**src/rtl/morse_pkg.sv**
```systemverilog
// rtl/morse_pkg.sv - shared types, timing constants and ASCII-to-Morse encoder
//
// Purpose:
//   Types and helpers shared by the Morse keyer sources.
//   code_t  : {len[2:0], pat[4:0]}. The low len bits of pat hold the elements,
//             MSB-first, 1 = dash.
//   state_t : keyer sequencing states.
//   ascii_to_morse() : case-folding encoder. ' ' gives CODE_WORD_SPACE and any
//             other unsupported code gives CODE_INVALID.
// Ports: none (package).

package morse_pkg;

  typedef struct packed {
    logic [2:0] len;
    logic [4:0] pat;
  } code_t;

  typedef enum logic [2:0] {
    S_IDLE,
    S_LOAD,
    S_MARK,
    S_SPACE,
    S_CHAR_GAP,
    S_WORD_GAP
  } state_t;

  // Both special codes use len = 0, which no printable character can produce.
  // The pattern bits tell the two codes apart.
  localparam code_t CODE_WORD_SPACE = '{len: 3'd0, pat: 5'b11111};
  localparam code_t CODE_INVALID    = '{len: 3'd0, pat: 5'b00000};

  localparam int DOT_UNITS      = 1;
  localparam int DASH_UNITS     = 3;
  localparam int SPACE_UNITS    = 1;
  localparam int CHAR_GAP_UNITS = 3;
  localparam int WORD_GAP_UNITS = 4;

  function automatic code_t ascii_to_morse(input logic [7:0] ch);
    logic [7:0] c;
    logic [3:0] d;
    code_t      code;
    c    = ch;
    code = CODE_INVALID;
    if (c >= 8'h61 && c <= 8'h7a) c = c - 8'h20;
    d = c[3:0];
    if (c == 8'h20) begin
      code = CODE_WORD_SPACE;
    end else if (c >= 8'h30 && c <= 8'h39) begin
      // Digits 0-5 are d leading dots followed by dashes.
      // Digits 6-9 are (d-5) leading dashes followed by dots.
      code.len = 3'd5;
      if (d <= 4'd5) code.pat = 5'b11111 >> d;
      else           code.pat = ~(5'b11111 >> (d - 4'd5));
    end else begin
      case (c)
        "A": code = '{3'd2, 5'b00001};
        "B": code = '{3'd4, 5'b01000};
        "C": code = '{3'd4, 5'b01010};
        "D": code = '{3'd3, 5'b00100};
        "E": code = '{3'd1, 5'b00000};
        "F": code = '{3'd4, 5'b00010};
        "G": code = '{3'd3, 5'b00110};
        "H": code = '{3'd4, 5'b00000};
        "I": code = '{3'd2, 5'b00000};
        "J": code = '{3'd4, 5'b00111};
        "K": code = '{3'd3, 5'b00101};
        "L": code = '{3'd4, 5'b00100};
        "M": code = '{3'd2, 5'b00011};
        "N": code = '{3'd2, 5'b00010};
        "O": code = '{3'd3, 5'b00111};
        "P": code = '{3'd4, 5'b00110};
        "Q": code = '{3'd4, 5'b01101};
        "R": code = '{3'd3, 5'b00010};
        "S": code = '{3'd3, 5'b00000};
        "T": code = '{3'd1, 5'b00001};
        "U": code = '{3'd3, 5'b00001};
        "V": code = '{3'd4, 5'b00001};
        "W": code = '{3'd3, 5'b00011};
        "X": code = '{3'd4, 5'b01001};
        "Y": code = '{3'd4, 5'b01011};
        "Z": code = '{3'd4, 5'b01100};
        default: code = CODE_INVALID;
      endcase
    end
    return code;
  endfunction

endpackage

```
**src/rtl/morse_fifo.sv**
```systemverilog
// rtl/morse_fifo.sv - synchronous FIFO with flush for the Morse keyer
//
// Purpose:
//   Single-clock queue with first-word fall-through reads. rd_data always shows
//   the head entry. A read and a write in the same cycle are both honoured.
//   flush empties the queue on the next edge and takes priority over both.
// Ports:
//   clk     in   1      clock
//   rst_n   in   1      asynchronous active-low reset
//   flush   in   1      synchronous clear
//   wr_data in   WIDTH  data to enqueue
//   wr_en   in   1      enqueue request (ignored when full)
//   rd_en   in   1      dequeue request (ignored when empty)
//   rd_data out  WIDTH  head entry
//   full    out  1      DEPTH entries held
//   empty   out  1      no entries held

module morse_fifo #(
  parameter int DEPTH = 8,
  parameter int WIDTH = 8
) (
  input  logic             clk,
  input  logic             rst_n,
  input  logic             flush,
  input  logic [WIDTH-1:0] wr_data,
  input  logic             wr_en,
  input  logic             rd_en,
  output logic [WIDTH-1:0] rd_data,
  output logic             full,
  output logic             empty
);

  localparam int AW = $clog2(DEPTH);

  logic [WIDTH-1:0] mem [DEPTH];
  // The extra MSB on each pointer separates the full state from the empty state.
  logic [AW:0]      wr_ptr;
  logic [AW:0]      rd_ptr;
  logic             do_wr;
  logic             do_rd;

  assign do_wr = wr_en && !full && !flush;
  assign do_rd = rd_en && !empty && !flush;

  always_ff @(posedge clk) begin
    if (do_wr) mem[wr_ptr[AW-1:0]] <= wr_data;
  end

  always_ff @(posedge clk or negedge rst_n) begin
    if (!rst_n) begin
      wr_ptr <= '0;
      rd_ptr <= '0;
    end else if (flush) begin
      wr_ptr <= '0;
      rd_ptr <= '0;
    end else begin
      if (do_wr) wr_ptr <= wr_ptr + (AW+1)'(1);
      if (do_rd) rd_ptr <= rd_ptr + (AW+1)'(1);
    end
  end

  assign empty   = (wr_ptr == rd_ptr);
  assign full    = (wr_ptr[AW] != rd_ptr[AW]) && (wr_ptr[AW-1:0] == rd_ptr[AW-1:0]);
  assign rd_data = mem[rd_ptr[AW-1:0]];

endmodule

```
**src/rtl/morse_rgb_player.sv**
```systemverilog
// rtl/morse_rgb_player.sv - buffered Morse keyer driving an RGB LED
//
// Purpose:
//   Queues ASCII characters and keys them with standard Morse timing.
//   Green lights during a dot and blue during a dash. Red shows that the queue
//   is full.
//   Optional build macro MORSE_FARNSWORTH_EN: the inter-character and word gaps
//   are timed in GAP_UNIT_US units. Marks and intra-character spaces stay on
//   UNIT_US.
// Ports:
//   i_clk        in   1  system clock
//   i_rst_n      in   1  asynchronous active-low reset
//   i_char       in   8  ASCII character
//   i_char_valid in   1  character valid; transfer when valid && o_ready
//   o_ready      out  1  queue not full
//   i_abort      in   1  synchronous flush and stop
//   o_busy       out  1  queue non-empty or element/gap in progress
//   o_key        out  1  Morse key (1 = mark)
//   o_led_r      out  1  queue full
//   o_led_g      out  1  dot mark
//   o_led_b      out  1  dash mark

module morse_rgb_player
  import morse_pkg::*;
#(
  parameter int CLK_HZ      = 24000000,
  parameter int UNIT_US     = 60000,
  parameter int GAP_UNIT_US = 180000,
  parameter int FIFO_DEPTH  = 8
) (
  input  logic       i_clk,
  input  logic       i_rst_n,
  input  logic [7:0] i_char,
  input  logic       i_char_valid,
  output logic       o_ready,
  input  logic       i_abort,
  output logic       o_busy,
  output logic       o_key,
  output logic       o_led_r,
  output logic       o_led_g,
  output logic       o_led_b
);

  localparam int CYC_PER_US = CLK_HZ / 1000000;
  localparam int UNIT_CYC   = CYC_PER_US * UNIT_US;
  localparam int GAP_CYC    = CYC_PER_US * GAP_UNIT_US;
  // The prescaler is wide enough for either unit length in every build.
  localparam int MAX_CYC    = (GAP_CYC > UNIT_CYC) ? GAP_CYC : UNIT_CYC;
  localparam int CNT_W      = (MAX_CYC > 1) ? $clog2(MAX_CYC) : 1;

  localparam logic [CNT_W-1:0] UNIT_LAST = CNT_W'(UNIT_CYC - 1);
`ifdef MORSE_FARNSWORTH_EN
  localparam logic [CNT_W-1:0] GAP_LAST  = CNT_W'(GAP_CYC - 1);
`endif

  state_t           state;
  state_t           next_state;
  logic [7:0]       fifo_data;
  logic             fifo_full;
  logic             fifo_empty;
  logic             pop;
  code_t            code;

  // The current element is always shreg[4]. The register shifts left as each
  // mark completes.
  logic [4:0]       shreg;
  logic [2:0]       elem_left;
  logic [CNT_W-1:0] pre_cnt;
  logic [2:0]       unit_cnt;
  logic [CNT_W-1:0] term_last;
  logic [2:0]       units;
  logic             timed;
  logic             elem_done;

  logic             key_q;
  logic             led_g_q;
  logic             led_b_q;
  logic             busy_q;

  morse_fifo #(
    .DEPTH (FIFO_DEPTH),
    .WIDTH (8)
  ) u_fifo (
    .clk     (i_clk),
    .rst_n   (i_rst_n),
    .flush   (i_abort),
    .wr_data (i_char),
    .wr_en   (i_char_valid),
    .rd_en   (pop),
    .rd_data (fifo_data),
    .full    (fifo_full),
    .empty   (fifo_empty)
  );

  assign code = ascii_to_morse(fifo_data);

  // Length of the current element in units, and the prescaler terminal count
  // for the current state.
  always_comb begin
    units     = 3'(SPACE_UNITS);
    term_last = UNIT_LAST;
    timed     = 1'b0;
    case (state)
      S_MARK: begin
        units = shreg[4] ? 3'(DASH_UNITS) : 3'(DOT_UNITS);
        timed = 1'b1;
      end
      S_SPACE: begin
        units = 3'(SPACE_UNITS);
        timed = 1'b1;
      end
      S_CHAR_GAP: begin
        units = 3'(CHAR_GAP_UNITS);
        timed = 1'b1;
`ifdef MORSE_FARNSWORTH_EN
        term_last = GAP_LAST;
`endif
      end
      S_WORD_GAP: begin
        units = 3'(WORD_GAP_UNITS);
        timed = 1'b1;
`ifdef MORSE_FARNSWORTH_EN
        term_last = GAP_LAST;
`endif
      end
      default: ;
    endcase
  end

  assign elem_done = timed && (pre_cnt == term_last) && (unit_cnt == units - 3'd1);

  always_comb begin
    next_state = state;
    pop        = 1'b0;
    if (i_abort) begin
      next_state = S_IDLE;
    end else begin
      case (state)
        S_IDLE: if (!fifo_empty) next_state = S_LOAD;
        S_LOAD: begin
          if (fifo_empty) begin
            next_state = S_IDLE;
          end else begin
            pop = 1'b1;
            // Unsupported characters are dropped here and the next entry is
            // loaded on the following cycle.
            if (code == CODE_WORD_SPACE)   next_state = S_WORD_GAP;
            else if (code.len == 3'd0)     next_state = S_LOAD;
            else                           next_state = S_MARK;
          end
        end
        S_MARK: begin
          if (elem_done) next_state = (elem_left == 3'd0) ? S_CHAR_GAP : S_SPACE;
        end
        S_SPACE: if (elem_done) next_state = S_MARK;
        S_CHAR_GAP, S_WORD_GAP: begin
          if (elem_done) next_state = fifo_empty ? S_IDLE : S_LOAD;
        end
        default: next_state = S_IDLE;
      endcase
    end
  end

  always_ff @(posedge i_clk or negedge i_rst_n) begin
    if (!i_rst_n) begin
      state     <= S_IDLE;
      shreg     <= '0;
      elem_left <= '0;
      pre_cnt   <= '0;
      unit_cnt  <= '0;
    end else begin
      state <= next_state;

      // The prescaler restarts on every state change, so each element or gap
      // lasts exactly units * (term_last + 1) cycles.
      if (state != next_state || !timed) begin
        pre_cnt  <= '0;
        unit_cnt <= '0;
      end else if (pre_cnt == term_last) begin
        pre_cnt  <= '0;
        unit_cnt <= unit_cnt + 3'd1;
      end else begin
        pre_cnt  <= pre_cnt + CNT_W'(1);
      end

      if (state == S_LOAD && pop) begin
        shreg     <= code.pat << (3'd5 - code.len);
        elem_left <= code.len - 3'd1;
      end else if (state == S_MARK && next_state == S_SPACE) begin
        shreg     <= shreg << 1;
        elem_left <= elem_left - 3'd1;
      end
    end
  end

  // The key, LED and busy outputs are registered one cycle behind the state.
  // An abort clears them on the same edge that forces the state to IDLE.
  always_ff @(posedge i_clk or negedge i_rst_n) begin
    if (!i_rst_n) begin
      key_q   <= 1'b0;
      led_g_q <= 1'b0;
      led_b_q <= 1'b0;
      busy_q  <= 1'b0;
    end else begin
      key_q   <= !i_abort && (state == S_MARK);
      led_g_q <= !i_abort && (state == S_MARK) && !shreg[4];
      led_b_q <= !i_abort && (state == S_MARK) && shreg[4];
      busy_q  <= !i_abort && ((state != S_IDLE) || !fifo_empty);
    end
  end

  assign o_key   = key_q;
  assign o_led_g = led_g_q;
  assign o_led_b = led_b_q;
  assign o_busy  = busy_q;
  assign o_ready = !fifo_full;
  assign o_led_r = fifo_full;

endmodule

```
**config.mk**
```make
export PLATFORM = sky130hd
export DESIGN_NAME = morse_rgb_player
export DESIGN_NICKNAME = d
export VERILOG_FILES = /design/src/rtl/morse_pkg.sv /design/src/rtl/morse_fifo.sv /design/src/rtl/morse_rgb_player.sv
export SDC_FILE = /design/constraint.sdc
export NUM_CORES = 1
export LEC_CHECK = 0
export ABC_CLOCK_PERIOD_IN_PS = 7900
export BUFFER_PORTS_ARGS = -buffer_cell sky130_fd_sc_hd__buf_4
export CAP_MARGIN = 5
export CORE_UTILIZATION = 61
export CTS_CLUSTER_SIZE = 8
export DETAILED_ROUTE_END_ITERATION = 16
export PLACE_DENSITY_LB_ADDON = 0.25
export SYNTH_ARGS = -nofsm -noshare
export SYNTH_HDL_FRONTEND = slang
export SYNTH_SLANG_ARGS = --single-unit
```
**constraint.sdc**
```tcl
create_clock -name i_clk -period 7.9 [get_ports i_clk]
set_input_delay 1.185 -clock i_clk [delete_from_list [all_inputs] [get_ports i_clk]]
set_output_delay 1.185 -clock i_clk [all_outputs]
set_load 0.005 [all_outputs]
```
# Word-level counts from Yosys, hierarchy flattened
# Memories as Yosys holds them, arrays and structs flattened.
# Index checks and enable logic that the tools add are counted.
# totals
output_inout_bits	6
ff_bits	49
romBits	896
input_bits	12
mem_bits_rw	64
mem_count	2
word_cells	114
# op_classes
n_eq_ne	14
shift	3
n_mux	36
reduce_logical	32
order_cmp	5
n_bitwise	1
addsub	10
# mem_list
name	words	word_bits	read_ports	rd_clocked_by_memory_dff	write_ports	line_no	rtl
(no name shown)	128	7	1	0	0	morse_pkg.sv:56	case (c)
u_fifo.mem	8	8	1	0	1	morse_fifo.sv:35	logic [WIDTH-1:0] mem [DEPTH];
# op_table
op	n
$mux 23	2
$mux 3	12
$mux 8	4
$add 23x1->23 const B	1
$eq 23x21->1 const B	1
$mux 4	4
$logic_and 1x1->1	15
$mux 5	3
$pmux 3 s5	1
$shr 5x4->5 const A	2
$eq 3x2->1 const B	3
$logic_not 3->1	3
$pmux 3 s3	1
$sub 3x1->3 const B	3
$add 4x1->4 const B	2
$eq 8x5->1 const B	1
$eq 8x6->1 const B	1
$ge 8x6->1 const B	1
$ge 8x7->1 const B	1
$le 8x6->1 const B	1
$le 8x7->1 const B	1
$reduce_bool 2->1	4
$sub 8x6->8 const B	1
$mux 1	7
18 further kinds	26

# Longest topological paths before layout
# Gate-level depths: netlist (run 1).
# An unclocked memory read counts as a cell.
# logic_depth
depth_word	20
mapped_depth	17
depth_no_buf	15

# Cells and area by module
# From an unflattened synthesis (run 1), not the netlist that was laid out.
# unflattened
hier_cells	527
hier_area_um2	6135.9
# by_module_without_submodules
module	cells_each	seq_area_each_um2	area_each_um2	n_inst
morse_fifo	169	2122.0	3093.0	1
morse_rgb_player	358	1026.0	3042.9	1

# Least setup slack after synthesis (run 1)
# OpenSTA, ideal clock, no wires.
# synth_path
kind	register to register
from	reg u_fifo.rd_ptr[1]
to	reg shreg[3]
n_path_buf	1
arrival_time_ns	3.567
synth_period_minus_slack_ns	3.685
setup_ns	0.118
slack_ns	4.215
t_required_ns	7.782
path_stages_with_launch	16
cell_sequence	dfrtp_1 buf_2 mux4_2 mux2i_1 inv_1 ha_1 inv_1 nand2_1 o41a_1 o221ai_4 a21oi_2 inv_1 ha_1 nand2_1 a21oi_1 a21o_1
# synth_between
elab_chain_len	18
elab_cells_between_ends	41
classes_between	add/sub (3); order compare (5); eq/ne (4); shift (3); mux (17); bitwise (1); reduce/logical (6); memory (2)
# synth_lines
item	line_no	rtl
start: declaration	morse_fifo.sv:38	logic [AW:0] rd_ptr;
start signal: assignment	morse_fifo.sv:58	if (do_rd) rd_ptr <= rd_ptr + (AW+1)'(1);
$mem_v2 8x8	--	
$ge 8x7->1 / $le 8x7->1 (equally long branches)	morse_pkg.sv:45	if (c >= 8'h61 && c <= 8'h7a) c = c - 8'h20;
$logic_and 1x1->1	morse_pkg.sv:45	
$mux 8	morse_pkg.sv:45	
$sub 4x3->4	morse_pkg.sv:54	else code.pat = ~(5'b11111 >> (d - 4'd5));
$shr 5x4->5	morse_pkg.sv:54	
$not 5->5	morse_pkg.sv:54	
$mux 5	morse_pkg.sv:53	if (d <= 4'd5) code.pat = 5'b11111 >> d;
[2 not listed]	--	
$eq 8x5->1	morse_rgb_player.sv:147	if (code == CODE_WORD_SPACE) next_state = S_WORD_GAP;
$mux 3	morse_rgb_player.sv:147	
$mux 3	morse_rgb_player.sv:141	if (fifo_empty) begin
$pmux 3 s5	morse_rgb_player.sv:138	case (state)
$mux 3	morse_rgb_player.sv:135	if (i_abort) begin
$eq 3x2->1	morse_rgb_player.sv:189	end else if (state == S_MARK && next_state == S_SPACE) begin
$logic_and 1x1->1	morse_rgb_player.sv:189	
$reduce_bool 2->1 (no source line)	--	
end signal: assignment	morse_rgb_player.sv:187	shreg <= code.pat << (3'd5 - code.len);
end signal: assignment	morse_rgb_player.sv:190	shreg <= shreg << 1;
end: declaration	morse_rgb_player.sv:66	logic [4:0] shreg;
# Several ways; a longest one is shown, not always the timed one.
# A chain may end at the register's enable or synchronous reset.

# Worst setup path in the final report (run 1)
# layout_path
from	reg u_fifo.rd_ptr[1]
to	reg shreg[2]
# Same word-level chain as after synthesis.

==> results.ini, run 1 <==
[floorplan]
ios = 18
initial_core_util_pct = 62.8
die_h_um = 102
die_w_um = 102
placementRows = 36
dieArea_sq_um = 10400
core_sq_um = 9730

[routing]
route.detailed.drc = 0
drtIter0Drc = 199
viasPerCell = 6.23
routed_wl_um = 13100
firstDrtPassIters = 4
wire_per_inst_um = 19.0
vias = 4301
postRouteAntennaNets = 0

[cells_and_area]
antenna_cells = 0
drive_gt1_share_pct = 16.3
utilization_pct = 70.3
area_delta_synth_final_pct = 11.9
multi_input_area_sq_um = 2790
fin_cells = 690
regArea_sq_um = 3150
nets = 574
postLayoutCellArea_sq_um = 6840
fill_cells = 715

[clocking]
post_cts_resized = 0
cts_sinks = 113
htreeDepth = 4
post_cts_buffers = 0
path_clk_slew_ps = 50
ctsHoldBuffers = 0
cts-root-buf = clkbuf_8
cts.path.max_buffers = 2
cts_tree = done
cts_made_buffers = 17
clock_latency_ps = 520

[setup_path]
crit_path_end_kind = flop
critPathMaxStageDelay_ps = 900
crit_slowest_cell = dfrtp_1
crit_family = compound AO/OA/AOI/OAI gates
required_ps = 8310
worstPathArrival_ps = 5070
crit_top_cell = inv_1
path_class = flop to flop
path_max_fanout = 18
cp-start-kind = flop
worst-path-buf-inv = 3
path_cells = mux4_2 > mux2i_1 > inv_1 > ha_1 > inv_1 > nand2_1 > o41a_1 > o221ai_4 > a21oi_2 > inv_1 > ha_1 > nand2_1 > o41ai_2

[place]
gp_congestion = 0.937
dp_slack_ps = 3340
io_buffers = 17
place_area_sq_um = 6340
dp.cells = 659
dp_hpwl_um = 8620

[power]
seqPwrFrac_pct = 39.3
p_leak_nw = 2.58
p_comb_share_pct = 23.8
p_sw_share_pct = 29.6
ir_drop_uv = 165
total_power_mw = 1.75
p_per_area_nw_per_um2 = 257
p_int_mw = 1.23
pwr-share-clk_pct = 37.0
switchingPower_mw = 0.520

[global_routing]
antenna_found_initial = 0
grt_pass1_vias = 4161
grt_use_met1_pct = 34.6
grt-busiest-layer = met2
grt_max_degree = 50
gr-usage-met3_pct = 6.36
gr-usage-all-layers_pct = 27.0
grt_pass1_wl_um = 20600
met2_usage_pct = 43.5
gr-total-overflow = 0

[sta]
tns_ps = 0
fin_skew_ps = 6.24
setup_ws_ps = 3240
tightest_slew_ps = 891
period_needed_ps = 4660
hold_viol = 0
maxSlewHeadroom_pct = 40.3
setup_viol = 0
max_freq_mhz = 214
fin_crit_sh_pct = 59.0
rsz0062_at_grt = false
finalMaxSlewViolations = 0
holdWs_ps = 480

[logic_synthesis]
syn_area_sq_um = 6110
yosysSeqAreaShare_pct = 51.5
synth_area_per_cell_sq_um = 11.5
synthTopCellsByCount = edfxtp_1, nor2_1, dfrtp_1
async_flop_share_pct = 43.4
synth.area.top_cells = edfxtp_1, dfrtp_1, nor2_1
ys_warn_count = 0
synth_cells = 529
syn_nets = 558
yosysTopAreaCellShare_pct = 31.5
synth_edf_count = 64
ys_seq_elements = 113
synth.largest_area_cell = edfxtp_1
synth-main-ff-cell = edfxtp_1
synth_cell_types = 73

[job]
drv_cap = 0

[outcome]
outcome = finished, final reports clean

[hold_path]
min_path_type = flop to flop

area by class of cell:
cell class	count	area share, %
sequential	113	46.0
multi-input combinational	376	40.9
clock buffer	22	6.33
timing repair buffer	24	2.63
tap	133	2.43
clock inverter	9	0.988
inverter	13	0.714
state kept, by name, indices dropped and copies added, names as in the netlist:
signal / flops
u_fifo.mem: 64
pre_cnt: 23
shreg: 5
u_fifo.rd_ptr: 4
u_fifo.wr_ptr: 4
elem_left: 3
state: 3
unit_cnt: 3
o_busy: 1
o_key: 1
o_led_b: 1
o_led_g: 1
placed cells by master, fill, tap and decap left out, drive strengths merged, types with 4 or more instances in the layout:
cell	Yosys	layout
a21o	4	4
a21oi	13	13
a31oi	5	5
and2	5	5
and3	10	10
buf	12	24
clkbuf	15	22
clkinv	0	8
dfrtp	49	49
edfxtp	64	64
ha	17	17
inv	13	13
mux2	11	11
mux2i	21	21
mux4	13	13
nand2	43	43
nand2b	7	7
nand3	19	19
nand4	5	5
nor2	66	66
nor3	12	12
nor3b	4	4
nor4	7	7
o211ai	6	6
o21a	4	4
o21ai	14	14
or2	4	4
or3	6	6
xnor2	17	17
xor2	18	18
logic make-up (layout without fill, tap and decap cells):
logic type,Yosys count,in the layout,share of synthesized area [%]
buffers and inverters,40,68,2.99
AOI/OAI and AO/OA,77,77,9.69
DFF,113,113,51.5
adders and majority gates,17,17,3.48
and+or+nand+nor,202,202,16.5
muxes,45,45,10.8
xor gates and xnor gates,35,35,5.02
power by group through the flow:
stage	Sequential, mW	Combinational [mW]	Clock (mW)
final	0.689	0.417	0.648
after detailed placement	0.700	0.408	0
after CTS	0.689	0.411	0.656
after global placement	0.698	0.401	0
after global routing	0.694	0.454	0.679
after floorplan	0.681	0.328	0
routing by layer:
layer	wire length [um]	part of all wire, %	vias up
li1	-	-	1989
met3	621	4.7	31
met1	5660	43	2136
met5	0	0	-
met2	6480	49	145
met4	333	2.5	0
worst paths after layout:
kind	startpoint	end	slack, ps	cells after the start
worst max register to register	u_fifo.rd_ptr[1]	shreg[2]	3240	13
min in group asynchronous	i_rst_n	shreg[0]	670	1
worst min register to register	pre_cnt[0]	pre_cnt[0]	480	1
worst min-delay path	pre_cnt[0]	pre_cnt[0]	480	1
max in group asynchronous	i_rst_n	pre_cnt[1]	6790	1
worst max-delay path	u_fifo.rd_ptr[1]	shreg[2]	3240	13
Note: power is estimated with default switching activity, not from simulation.
==> inputs of run 2 (changes only) <==
--- a/config.mk
+++ b/config.mk
@@ -5,10 +5,10 @@
 export SDC_FILE = /design/constraint.sdc
 export NUM_CORES = 1
 export LEC_CHECK = 0
-export ABC_CLOCK_PERIOD_IN_PS = 7900
+export ABC_CLOCK_PERIOD_IN_PS = 4250
 export BUFFER_PORTS_ARGS = -buffer_cell sky130_fd_sc_hd__buf_4
 export CAP_MARGIN = 5
-export CORE_UTILIZATION = 61
+export CORE_UTILIZATION = 56
 export CTS_CLUSTER_SIZE = 8
 export DETAILED_ROUTE_END_ITERATION = 16
 export PLACE_DENSITY_LB_ADDON = 0.25
==> constraint.sdc (replaced) <==
create_clock -name i_clk -period 4.25 [get_ports i_clk]
set_input_delay 0.6375 -clock i_clk [delete_from_list [all_inputs] [get_ports i_clk]]
set_output_delay 0.6375 -clock i_clk [all_outputs]
set_load 0.005 [all_outputs]
==> results.ini, run 2 (synthesis gave the netlist of run 1 again) <==
[power]
ir_drop_uv = 502  ; was 165 uV
p_per_area_nw_per_um2 = 514  ; was 257 nW/um^2
p_leak_nw = 2.68  ; was 2.58 nW

[clocking]
path_clk_slew_ps = 60  ; was 50 ps
post_cts_buffers = 0  ; unchanged
cts_sinks = 113  ; unchanged
cts-root-buf = clkbuf_8  ; unchanged
cts_tree = done  ; unchanged
cts.path.max_buffers = 2  ; unchanged
htreeDepth = 4  ; unchanged
clock_latency_ps = 530  ; was 520 ps
post_cts_resized = 0  ; unchanged
cts_made_buffers = 17  ; unchanged
ctsHoldBuffers = 0  ; unchanged

[global_routing]
grt_pass1_wl_um = 21300  ; was 20,600 um
gr-usage-met3_pct = 7.11  ; was 6.36%
gr-total-overflow = 0  ; unchanged
grt_use_met1_pct = 33.3  ; was 34.6%
grt_max_degree = 50  ; unchanged
grt-busiest-layer = met2  ; unchanged
grt_pass1_vias = 4337  ; was 4,161
gr-usage-all-layers_pct = 25.2  ; was 27.0%
met2_usage_pct = 38.4  ; was 43.5%
antenna_found_initial = 0  ; unchanged

[floorplan]
core_sq_um = 10500  ; was 9730 sq um
die_h_um = 106  ; was 102 um
die_w_um = 106  ; was 102 um
initial_core_util_pct = 58.4  ; was 62.8%
ios = 18  ; unchanged
placementRows = 37  ; was 36
dieArea_sq_um = 11300  ; was 10,400 sq um

[sta]
tightest_slew_ps = 837  ; was 891 ps
setup_viol = 0  ; unchanged
rsz0062_at_grt = false  ; unchanged
holdWs_ps = 121  ; was 480 ps
fin_skew_ps = 12.5  ; was 6.24 ps
fin_crit_sh_pct = 91.9  ; was 59.0%
maxSlewHeadroom_pct = 44.0  ; was 40.3%
finalMaxSlewViolations = 0  ; unchanged
hold_viol = 0  ; unchanged
max_freq_mhz = 256  ; was 214 MHz
period_needed_ps = 3910  ; was 4660 ps
tns_ps = 0  ; unchanged

[routing]
routed_wl_um = 13000  ; was 13,100 um
viasPerCell = 6.21  ; was 6.23
vias = 4364  ; was 4,301
postRouteAntennaNets = 0  ; unchanged
route.detailed.drc = 0  ; unchanged
wire_per_inst_um = 18.4  ; was 19.0 um
firstDrtPassIters = 5  ; was 4
drtIter0Drc = 326  ; was 199

[cells_and_area]
fill_cells = 750  ; was 715
fin_cells = 703  ; was 690
postLayoutCellArea_sq_um = 7050  ; was 6840 sq um
drive_gt1_share_pct = 18.2  ; was 16.3%
area_delta_synth_final_pct = 15.4  ; was 11.9%
nets = 583  ; was 574
largest_reg_flops = 64  ; unchanged
utilization_pct = 67.4  ; was 70.3%
final_cell_mix = nor2_1, edfxtp_1, dfrtp_1  ; unchanged
antenna_cells = 0  ; unchanged

[setup_path]
path_class = flop to flop  ; unchanged
crit_path_end_kind = flop  ; unchanged
path_max_fanout = 15  ; was 18
cp-start-kind = flop  ; unchanged
worstPathArrival_ps = 4310  ; was 5070 ps
required_ps = 4650  ; was 8310 ps

[place]
dp.cells = 671  ; was 659
gp_congestion = 0.911  ; was 0.937
io_buffers = 17  ; unchanged
dp_hpwl_um = 8560  ; was 8620 um
place_area_sq_um = 6390  ; was 6340 sq um

[hold_path]
min_path_type = input port to async pin  ; was flop to flop

[outcome]
outcome = finished, final reports clean  ; unchanged

[job]
drv_cap = 0  ; unchanged

## run 2: metrics by stage
step / setup slack (ps) / total power [mW]
after floorplan: 565 / 1.88
after global placement: 459 / 2.04
after detailed placement: 350 / 2.06
after CTS: 348 / 3.63
after global routing: 36.4 / 3.77
final: 343 / 3.62
## run 2: critical path: stages (launching register included)
cell and delay, ps:
dfrtp_1 800, mux4_2 610, mux2i_2 270, ha_1 340, inv_1 90, ha_1 340
nand2b_1 120, nand2_1 60, o22a_1 160, o311ai_0 420, a21boi_1 220, a41oi_2 270
o41ai_2 100
## run 2: cell type report
class,instances,area (sq um),area share (%)
flip-flops and latches,113,3150,44.7
inverters,13,48.8,0.692
multi-input cells,376,2780,39.4
clock inverters,14,238,3.37
clock buffers,18,418,5.93
repair buffers,33,248,3.52
well taps,136,170,2.41
## run 2: worst paths after layout
path                                  startpoint          endpoint  slack, ps  cells past startpoint
worst max-delay path            u_fifo.rd_ptr[0]          shreg[2]        340                     12
max in group asynchronous                i_rst_n           o_led_b       3700                      1
worst min-delay path                     i_rst_n          shreg[0]        120                      1
worst min register to register        pre_cnt[0]        pre_cnt[0]        480                      1
worst max register to register  u_fifo.rd_ptr[0]          shreg[2]        340                     12
min in group i_clk                     i_char[0]  u_fifo.mem[1][0]        330                      1
## run 2: routing by layer
metal | share of wire, % | vias to the layer above
li1 | - | 2011
met4 | 2.9 | 0
met1 | 43 | 2123
met5 | 0 | -
met2 | 47 | 193
met3 | 7.2 | 37
## run 2: report_power, final
part           internal (mW)  leakage (nW)  switching (mW)
clock network           1.07         0.309           0.494
registers               1.22          1.25          0.0675
logic                  0.325          1.13           0.446
